[config.mk]
export PLATFORM = sky130hd
export DESIGN_NAME = command_frame_assembler
export DESIGN_NICKNAME = d
export VERILOG_FILES = /design/src/rtl/command_frame_assembler.sv
export SDC_FILE = /design/constraint.sdc
export NUM_CORES = 1
export LEC_CHECK = 0
export ABC_AREA = 1
export CAP_MARGIN = 40
export CORE_MARGIN = 1.5
export CORE_UTILIZATION = 57
export CTS_BUF_LIST = sky130_fd_sc_hd__clkbuf_4 sky130_fd_sc_hd__clkbuf_8
export DETAILED_ROUTE_END_ITERATION = 10
export PLACE_DENSITY = 0.87
export SYNTH_ARGS = -nofsm -noshare
export SYNTH_HDL_FRONTEND = slang
export SYNTH_SLANG_ARGS = --single-unit
export TNS_END_PERCENT = 5
[constraint.sdc]
create_clock -name clk_i -period 2.6 [get_ports clk_i]
set_input_delay 0.39 -clock clk_i [delete_from_list [all_inputs] [get_ports clk_i]]
set_output_delay 0.39 -clock clk_i [all_outputs]
set_load 0.02 [all_outputs]
[src/rtl/command_frame_assembler.sv]
// command_frame_assembler: builds 8-byte SPI command frames and serves back the core response byte-wise.
// Define FRAME_TIMEOUT_EN to discard partial frames after TIMEOUT_CYCLES idle cycles.
module command_frame_assembler #(
    parameter int RESP_DELAY     = 2,
    parameter int TIMEOUT_CYCLES = 4096
) (
    input  logic        clk_i,
    input  logic        rst_i,
    input  logic        rx_valid_i,
    input  logic [7:0]  rx_byte_i,
    output logic [7:0]  tx_byte_o,
    output logic [7:0]  instruction_o,
    output logic [23:0] address_o,
    output logic [31:0] value_o,
    output logic        frame_valid_o,
    input  logic        frame_ready_i,
    input  logic [31:0] result_i,
    input  logic [31:0] stream_i,
    output logic        overflow_o,
    output logic        timeout_o
);
    typedef enum logic [1:0] {IDLE, WAIT, CAPTURE} resp_state_t;

    resp_state_t state, state_next;
    logic [2:0]  idx, idx_next;
    logic [55:0] shadow;
    logic [31:0] resp;
    logic [7:0]  op_lat, tx_next;
    logic [3:0]  cnt;
    logic [63:0] tx_word;
    logic        complete, accept, pending, ovf_next, tmo_fire, tmo_next;

    if (RESP_DELAY < 1 || RESP_DELAY > 15 || TIMEOUT_CYCLES < 2 || TIMEOUT_CYCLES > 65535) begin : g_bad_param
        $error("command_frame_assembler: parameter out of range");
    end

    assign complete = rx_valid_i && idx == 3'd7;
    assign accept   = frame_valid_o && frame_ready_i;
    assign pending  = frame_valid_o && !frame_ready_i;
    assign ovf_next = overflow_o | (complete & pending);
    assign tmo_next = timeout_o | tmo_fire;
    assign idx_next = tmo_fire ? 3'd0 : rx_valid_i ? idx + 3'd1 : idx;

    // Status byte reflects flags as they will be after this cycle's event.
    assign tx_word = {ovf_next, tmo_next, 6'b0, resp, op_lat, 16'h0};
    assign tx_next = tx_word[{3'd7 - idx_next, 3'b0} +: 8];

`ifdef FRAME_TIMEOUT_EN
    logic [15:0] idle;

    assign tmo_fire = !rx_valid_i && idx != 3'd0 && idle == 16'(TIMEOUT_CYCLES - 1);

    always_ff @(posedge clk_i) begin
        if (rst_i) begin
            idle      <= '0;
            timeout_o <= 1'b0;
        end else if (rx_valid_i || tmo_fire) begin
            idle      <= '0;
            timeout_o <= tmo_next;
        end else if (idx != 3'd0) begin
            idle      <= idle + 16'd1;
        end
    end
`else
    assign tmo_fire  = 1'b0;
    assign timeout_o = 1'b0;
`endif

    always_ff @(posedge clk_i) begin
        if (rst_i) begin
            idx           <= '0;
            shadow        <= '0;
            tx_byte_o     <= '0;
            instruction_o <= '0;
            address_o     <= '0;
            value_o       <= '0;
            frame_valid_o <= 1'b0;
            overflow_o    <= 1'b0;
        end else begin
            idx        <= idx_next;
            overflow_o <= ovf_next;
            if (tmo_fire)
                shadow <= '0;
            else if (rx_valid_i)
                shadow <= {shadow[47:0], rx_byte_i};
            if (rx_valid_i || tmo_fire)
                tx_byte_o <= tx_next;
            if (complete && !pending) begin
                {instruction_o, address_o, value_o} <= {shadow, rx_byte_i};
                frame_valid_o <= 1'b1;
            end else if (accept) begin
                frame_valid_o <= 1'b0;
            end
        end
    end

    always_comb begin
        state_next = IDLE;
        if (accept)
            state_next = (RESP_DELAY == 1) ? CAPTURE : WAIT;
        else if (state == WAIT)
            state_next = (cnt == 4'(RESP_DELAY - 1)) ? CAPTURE : WAIT;
    end

    always_ff @(posedge clk_i) begin
        if (rst_i) begin
            state  <= IDLE;
            cnt    <= '0;
            op_lat <= '0;
            resp   <= '0;
        end else begin
            state <= state_next;
            if (accept) begin
                op_lat <= instruction_o;
                cnt    <= 4'd1;
            end else if (state == WAIT) begin
                cnt    <= cnt + 4'd1;
            end
            if (state == CAPTURE)
                resp <= op_lat == 8'h02 ? result_i : op_lat == 8'h03 ? stream_i : resp;
        end
    end
endmodule
==> metrics.cfg, run 1 <==
[die]
fp.dieH_um = 116
start_util = 0.580
row_count = 41
die-area_um2 = 13500
dieWidth_um = 116
boundaryPins = 151
coreArea_um2 = 12600

[timing]
setup_violations = 0
max_freq_mhz = 530
period_needed_ns = 1.89
final-hold-violation-count = 0
slew_headroom = 0.597
period_share = 0.725
final_max_slew_viol_count = 0
final.setup.worst_slack_ns = 0.714
worst_pin_slew_ns = 0.604
clock_skew_ns = 0.0111
rsz0062_at_grt = false
final.setup.tns_ns = 0

[clocking]
clk_path_buf_depth = 2
cts_hold_buffers = 0
cts_tree = built
cts_sinks = 179
htreeDepth = 4
post_cts_buffers = 0
cts_resized = 0
numCtsBuffers = 17
clkSlewWorstSetupHoldPaths_ns = 0.09
root_buffer = clkbuf_8
clk_latency_ns = 0.46

[critical_path]
critPathKind = flop to output port
endpoint_kind = output port
crit_path_top_delay_cell = clkdlybuf4s50_1
required_ns = 2.21
worstPathCellList = clkdlybuf4s50_1
critPathBufInv = 1
startpoint_type = flop
critical_path_peak_fanout = 3
worstPathArrival_ns = 1.50
crit_path_max_incr_delay_ns = 0.64
crit_family = buffers and inverters

[synthesis]
ys_seq_area_frac = 0.492
synth_edf_count = 0
synthDistinctLibCells = 23
synth_fp_nets = 1131
ys_async_sr_fraction = 0
netlist_instances = 1051
synth-main-ff-cell = dfxtp_1
syn_area_um2 = 7290
yosys_warnings = 0
synth_seq_cells = 179
synth.avg_cell_area_um2 = 6.94

[global_route]
grt_max_degree = 65
grt_pass1_wl_um = 27600
antenna_found_initial = 0
grt_pass1_vias = 5899
grt_overflow = 0
grt_usage = 0.258

[placement]
routabilityCongestion = 0.855
port_buffers = 149
placed_area_um2 = 8800
place_ws_ns = 0.444
hpwlAfterDp_um = 11200
dp_cells = 1319

[layout]
synthToLayoutAreaGrowth_pct = 26.4
nets = 1246
stdcell_count = 1351
n_antenna_cell = 0
fill_cells = 1012
drive_gt1_frac = 0.0517
final_cell_area_um2 = 9220

[routing]
via_count = 6730
drt-initial-drc-count = 462
ant_nets = 0
drc = 0
routed_via_density = 4.98
wirelength_um = 17000
wl_per_cell_um = 12.6
first_pass_iters = 5

[min_path]
hold_path_class = input port to flop

[outcome]
status = completed

[pwr]
irDropWorstVdd_mv = 0.397
leakage_nw = 4.16
clkPwrFrac = 0.371
swShare = 0.241
power_switching_w = 0.00126
power_density_nw_per_um2 = 567
comb_power_share = 0.082
seq_power_share = 0.547
p_int_w = 0.00397

[job]
maxCapViolations = 0

==> registers in the layout (all words and copies together) (netlist names) <==
register and count:
op_lat 8, idx 3, address_o 24, frame_valid_o 1, overflow_o 1, value_o 32
resp 32, tx_byte_o 8, shadow 56, instruction_o 8, state 2, cnt 4
==> area by class of cell <==
type	count	area [µm²]	share of cell area
Clock buffer	22	290	0.0315
Inverter	75	283	0.0307
Multi-Input combinational cell	734	3120	0.339
Sequential cell	179	3580	0.389
Timing Repair Buffer	159	1600	0.174
Tap cell	172	215	0.0234
Clock inverter	10	123	0.0133
==> worst paths after layout <==
kind | start | endpoint | slack, ns | cells after the start
worst max-delay path | instruction_o[1]$_SDFFE_PP0P_ | instruction_o[1] | 0.71 | 1
worst min-delay path | rx_valid_i | tx_byte_o[2]$_SDFFE_PP0P_ | 0.43 | 3
worst max register to register | idx[0]$_SDFF_PP0_ | address_o[6]$_SDFFE_PP0P_ | 0.75 | 7
worst min register to register | op_lat[3]$_SDFFE_PP0P_ | op_lat[3]$_SDFFE_PP0P_ | 0.48 | 2
==> power by group through the flow <==
stage               clock [W]  combinational, W  sequential, W
global placement            0          0.000415        0.00292
global route          0.00207          0.000481        0.00286
detailed placement          0          0.000424        0.00292
CTS                   0.00195          0.000427        0.00286
finish                0.00194          0.000427        0.00286
floorplan                   0          0.000230        0.00291
==> tightest hold or removal path: cells and delay by family <==
kind	cells	cell delay (ns)
AOI/OAI and AO/OA	2	0.23
buffers and inverters	1	0.22
==> logic make-up after synthesis <==
family,count (synthesis),share of synthesized area
other cells,1,0.000514
buf+inv,138,0.0812
flops,179,0.492
fa+ha+maj,4,0.00687
simple gates,539,0.288
compound gates,190,0.132
==> Yosys cell counts (all sizes together) (2+ instances only) <==
library cell	count	area [µm²]
o21ai	171	867
nand3	22	115
ha	4	50.1
nor2	382	1440
buf	18	141
nand2	128	480
clkbuf	45	169
inv	75	282
a21oi	18	90.1
dfxtp	179	3580
nor3	4	31.3
or2	2	12.5
==> per-layer routing <==
metal	vias up	part of all wire	routed length, µm	GRT usage
li1	3494	-	-	-
met1	3035	0.47	8000	0.351
met2	175	0.47	7940	0.413
met3	26	0.044	754	0.0497
met4	0	0.020	338	0.0927
met5	-	0	0	0
==> per-stage QoR <==
step / hold WS (ns) / util / power [W]
after global routing: 0.445 / 0.733 / 0.00541
after global placement: 0.459 / 0.700 / 0.00333
final: 0.428 / 0.733 / 0.00522
after detailed placement: 0.463 / 0.700 / 0.00334
after CTS: 0.409 / 0.733 / 0.00523
after floorplan: 0.444 / - / 0.00314
==> placed cells by master, fill, tap and decap left out, types with 3 or more instances in the layout <==
| cell | n |
|---|---|
| nand2_1 | 128 |
| inv_1 | 70 |
| dfxtp_1 | 179 |
| nor2_2 | 4 |
| o21ai_2 | 3 |
| ha_1 | 4 |
| o21ai_0 | 146 |
| buf_12 | 3 |
| nor2_1 | 377 |
| buf_4 | 7 |
| inv_2 | 4 |
| clkdlybuf4s50_1 | 148 |
| nor3_1 | 3 |
| nand3_1 | 21 |
| clkbuf_8 | 20 |
| a21oi_1 | 18 |
| o21ai_1 | 22 |
| clkinvlp_4 | 3 |
Power figures use the tool's default switching activity.
==> run 2: changes to the inputs <==
- CORE_UTILIZATION: 57 -> 53
- PLACE_DENSITY: 0.87 -> 0.81
- clock period: 2.6 -> 1.92 ns (I/O delays scaled with it)
==> metrics.cfg, run 2 (synthesis results as in run 1) <==
[outcome]
status = completed

[critical_path]
required_ns = 1.63
critical_path_peak_fanout = 3
rrSetupSlack_ns = 0.18
critPathBufInv = 1
startpoint_type = flop
worstPathArrival_ns = 1.53
crit_family = buffers and inverters
worstPathCellList = clkdlybuf4s50_1
endpoint_kind = output port
crit_path_top_delay_cell = clkdlybuf4s50_1
critPathKind = flop to output port
crit_path_max_incr_delay_ns = 0.63

[timing]
period_needed_ns = 1.81
slew_headroom = 0.554
final-hold-violation-count = 0
rsz0062_at_grt = false
clock_skew_ns = 0.0148
final.setup.tns_ns = 0
period_share = 0.945
setup_violations = 0
max_freq_mhz = 551
worst_pin_slew_ns = 0.669
final_max_slew_viol_count = 0

[clocking]
clkSlewWorstSetupHoldPaths_ns = 0.10
htreeDepth = 4
post_cts_buffers = 0
root_buffer = clkbuf_8
numCtsBuffers = 17
clk_latency_ns = 0.48
cts_hold_buffers = 0
cts_resized = 0
cts_tree = built
cts_sinks = 179
clk_path_buf_depth = 2

[pwr]
power_density_nw_per_um2 = 749
irDropWorstVdd_mv = 0.405
leakage_nw = 4.17
power_w = 0.00692

[layout]
final_common_cell = nor2_1
nets = 1252
stdcell_count = 1362
fill_cells = 1145
layout_common_cells = nor2_1 (377), dfxtp_1 (179), clkdlybuf4s50_1 (148)
largest_register_ffs = 56
seq_area_um2 = 3580
multi_input_area_um2 = 3120
drive_gt1_frac = 0.0565
largestRegisters = shadow: 56 flops, resp: 32 flops, value_o: 32 flops
synthToLayoutAreaGrowth_pct = 26.8
largest_register = shadow

[placement]
dp_cells = 1329
port_buffers = 149
hpwlAfterDp_um = 11400
routabilityCongestion = 0.878

[die]
start_util = 0.546
row_count = 42
coreArea_um2 = 13300
boundaryPins = 151
die-area_um2 = 14500
fp.dieH_um = 120
dieWidth_um = 120

[routing]
drc = 0
first_pass_iters = 5
routed_via_density = 4.94
wirelength_um = 17400
ant_nets = 0
drt-initial-drc-count = 481
wl_per_cell_um = 12.8
via_count = 6733

[job]
maxCapViolations = 0

[global_route]
antenna_found_initial = 1
grt_overflow = 0
grt_usage = 0.247
grt_pass1_wl_um = 28800
grt_pass1_vias = 6092
grt_max_degree = 99

[min_path]
hold_path_class = input port to flop

## run 2: final timing paths
kind,start,end,depth (start not counted)
max,instruction_o[1]$_SDFFE_PP0P_,instruction_o[1],1
min,rx_valid_i,tx_byte_o[2]$_SDFFE_PP0P_,3
max reg2reg,idx[0]$_SDFF_PP0_,tx_byte_o[6]$_SDFFE_PP0P_,8
min reg2reg,op_lat[0]$_SDFFE_PP0P_,op_lat[0]$_SDFFE_PP0P_,2
## run 2: routing by layer
metal | wire (µm) | part of all wire | vias up | GRT usage
met3 | 972 | 0.056 | 16 | 0.0547
li1 | - | - | 3514 | -
met4 | 275 | 0.016 | 0 | 0.0794
met1 | 8360 | 0.48 | 3013 | 0.347
met2 | 7760 | 0.45 | 190 | 0.380
met5 | 0 | 0 | - | 0
## run 2: area by class of cell
| type | count | area share |
|---|---|---|
| diodes | 1 | 0.000271 |
| clock buffers | 18 | 0.0268 |
| clock inverters | 14 | 0.0141 |
| inverters | 75 | 0.0306 |
| multi-input cells | 734 | 0.338 |
| flip-flops and latches | 179 | 0.388 |
| well taps | 176 | 0.0238 |
| repair buffers | 165 | 0.179 |
## run 2: through the flow
stage | hold WS, ns | worst slack, ns | utilization | cell area [µm²]
global route | 0.291 | 0.0271 | 0.693 | 9250
floorplan | 0.423 | 0.460 | - | 7290
detailed placement | 0.464 | 0.227 | 0.664 | 8860
CTS | 0.267 | 0.0959 | 0.692 | 9240
finish | 0.290 | 0.105 | 0.693 | 9250
global placement | 0.459 | 0.290 | 0.664 | 8860
## run 2: power breakdown
part,internal (W),switching [W],total (W)
combinational,0.000275,0.000306,0.000581
sequential,0.00380,0.0000713,0.00387
clock,0.00107,0.00140,0.00247
## run 2: worst min-delay path: cells and delay by family
kind,cells,cell delay [ns]
buffers and inverters,1,0.19
AOI/OAI and AO/OA,2,0.23
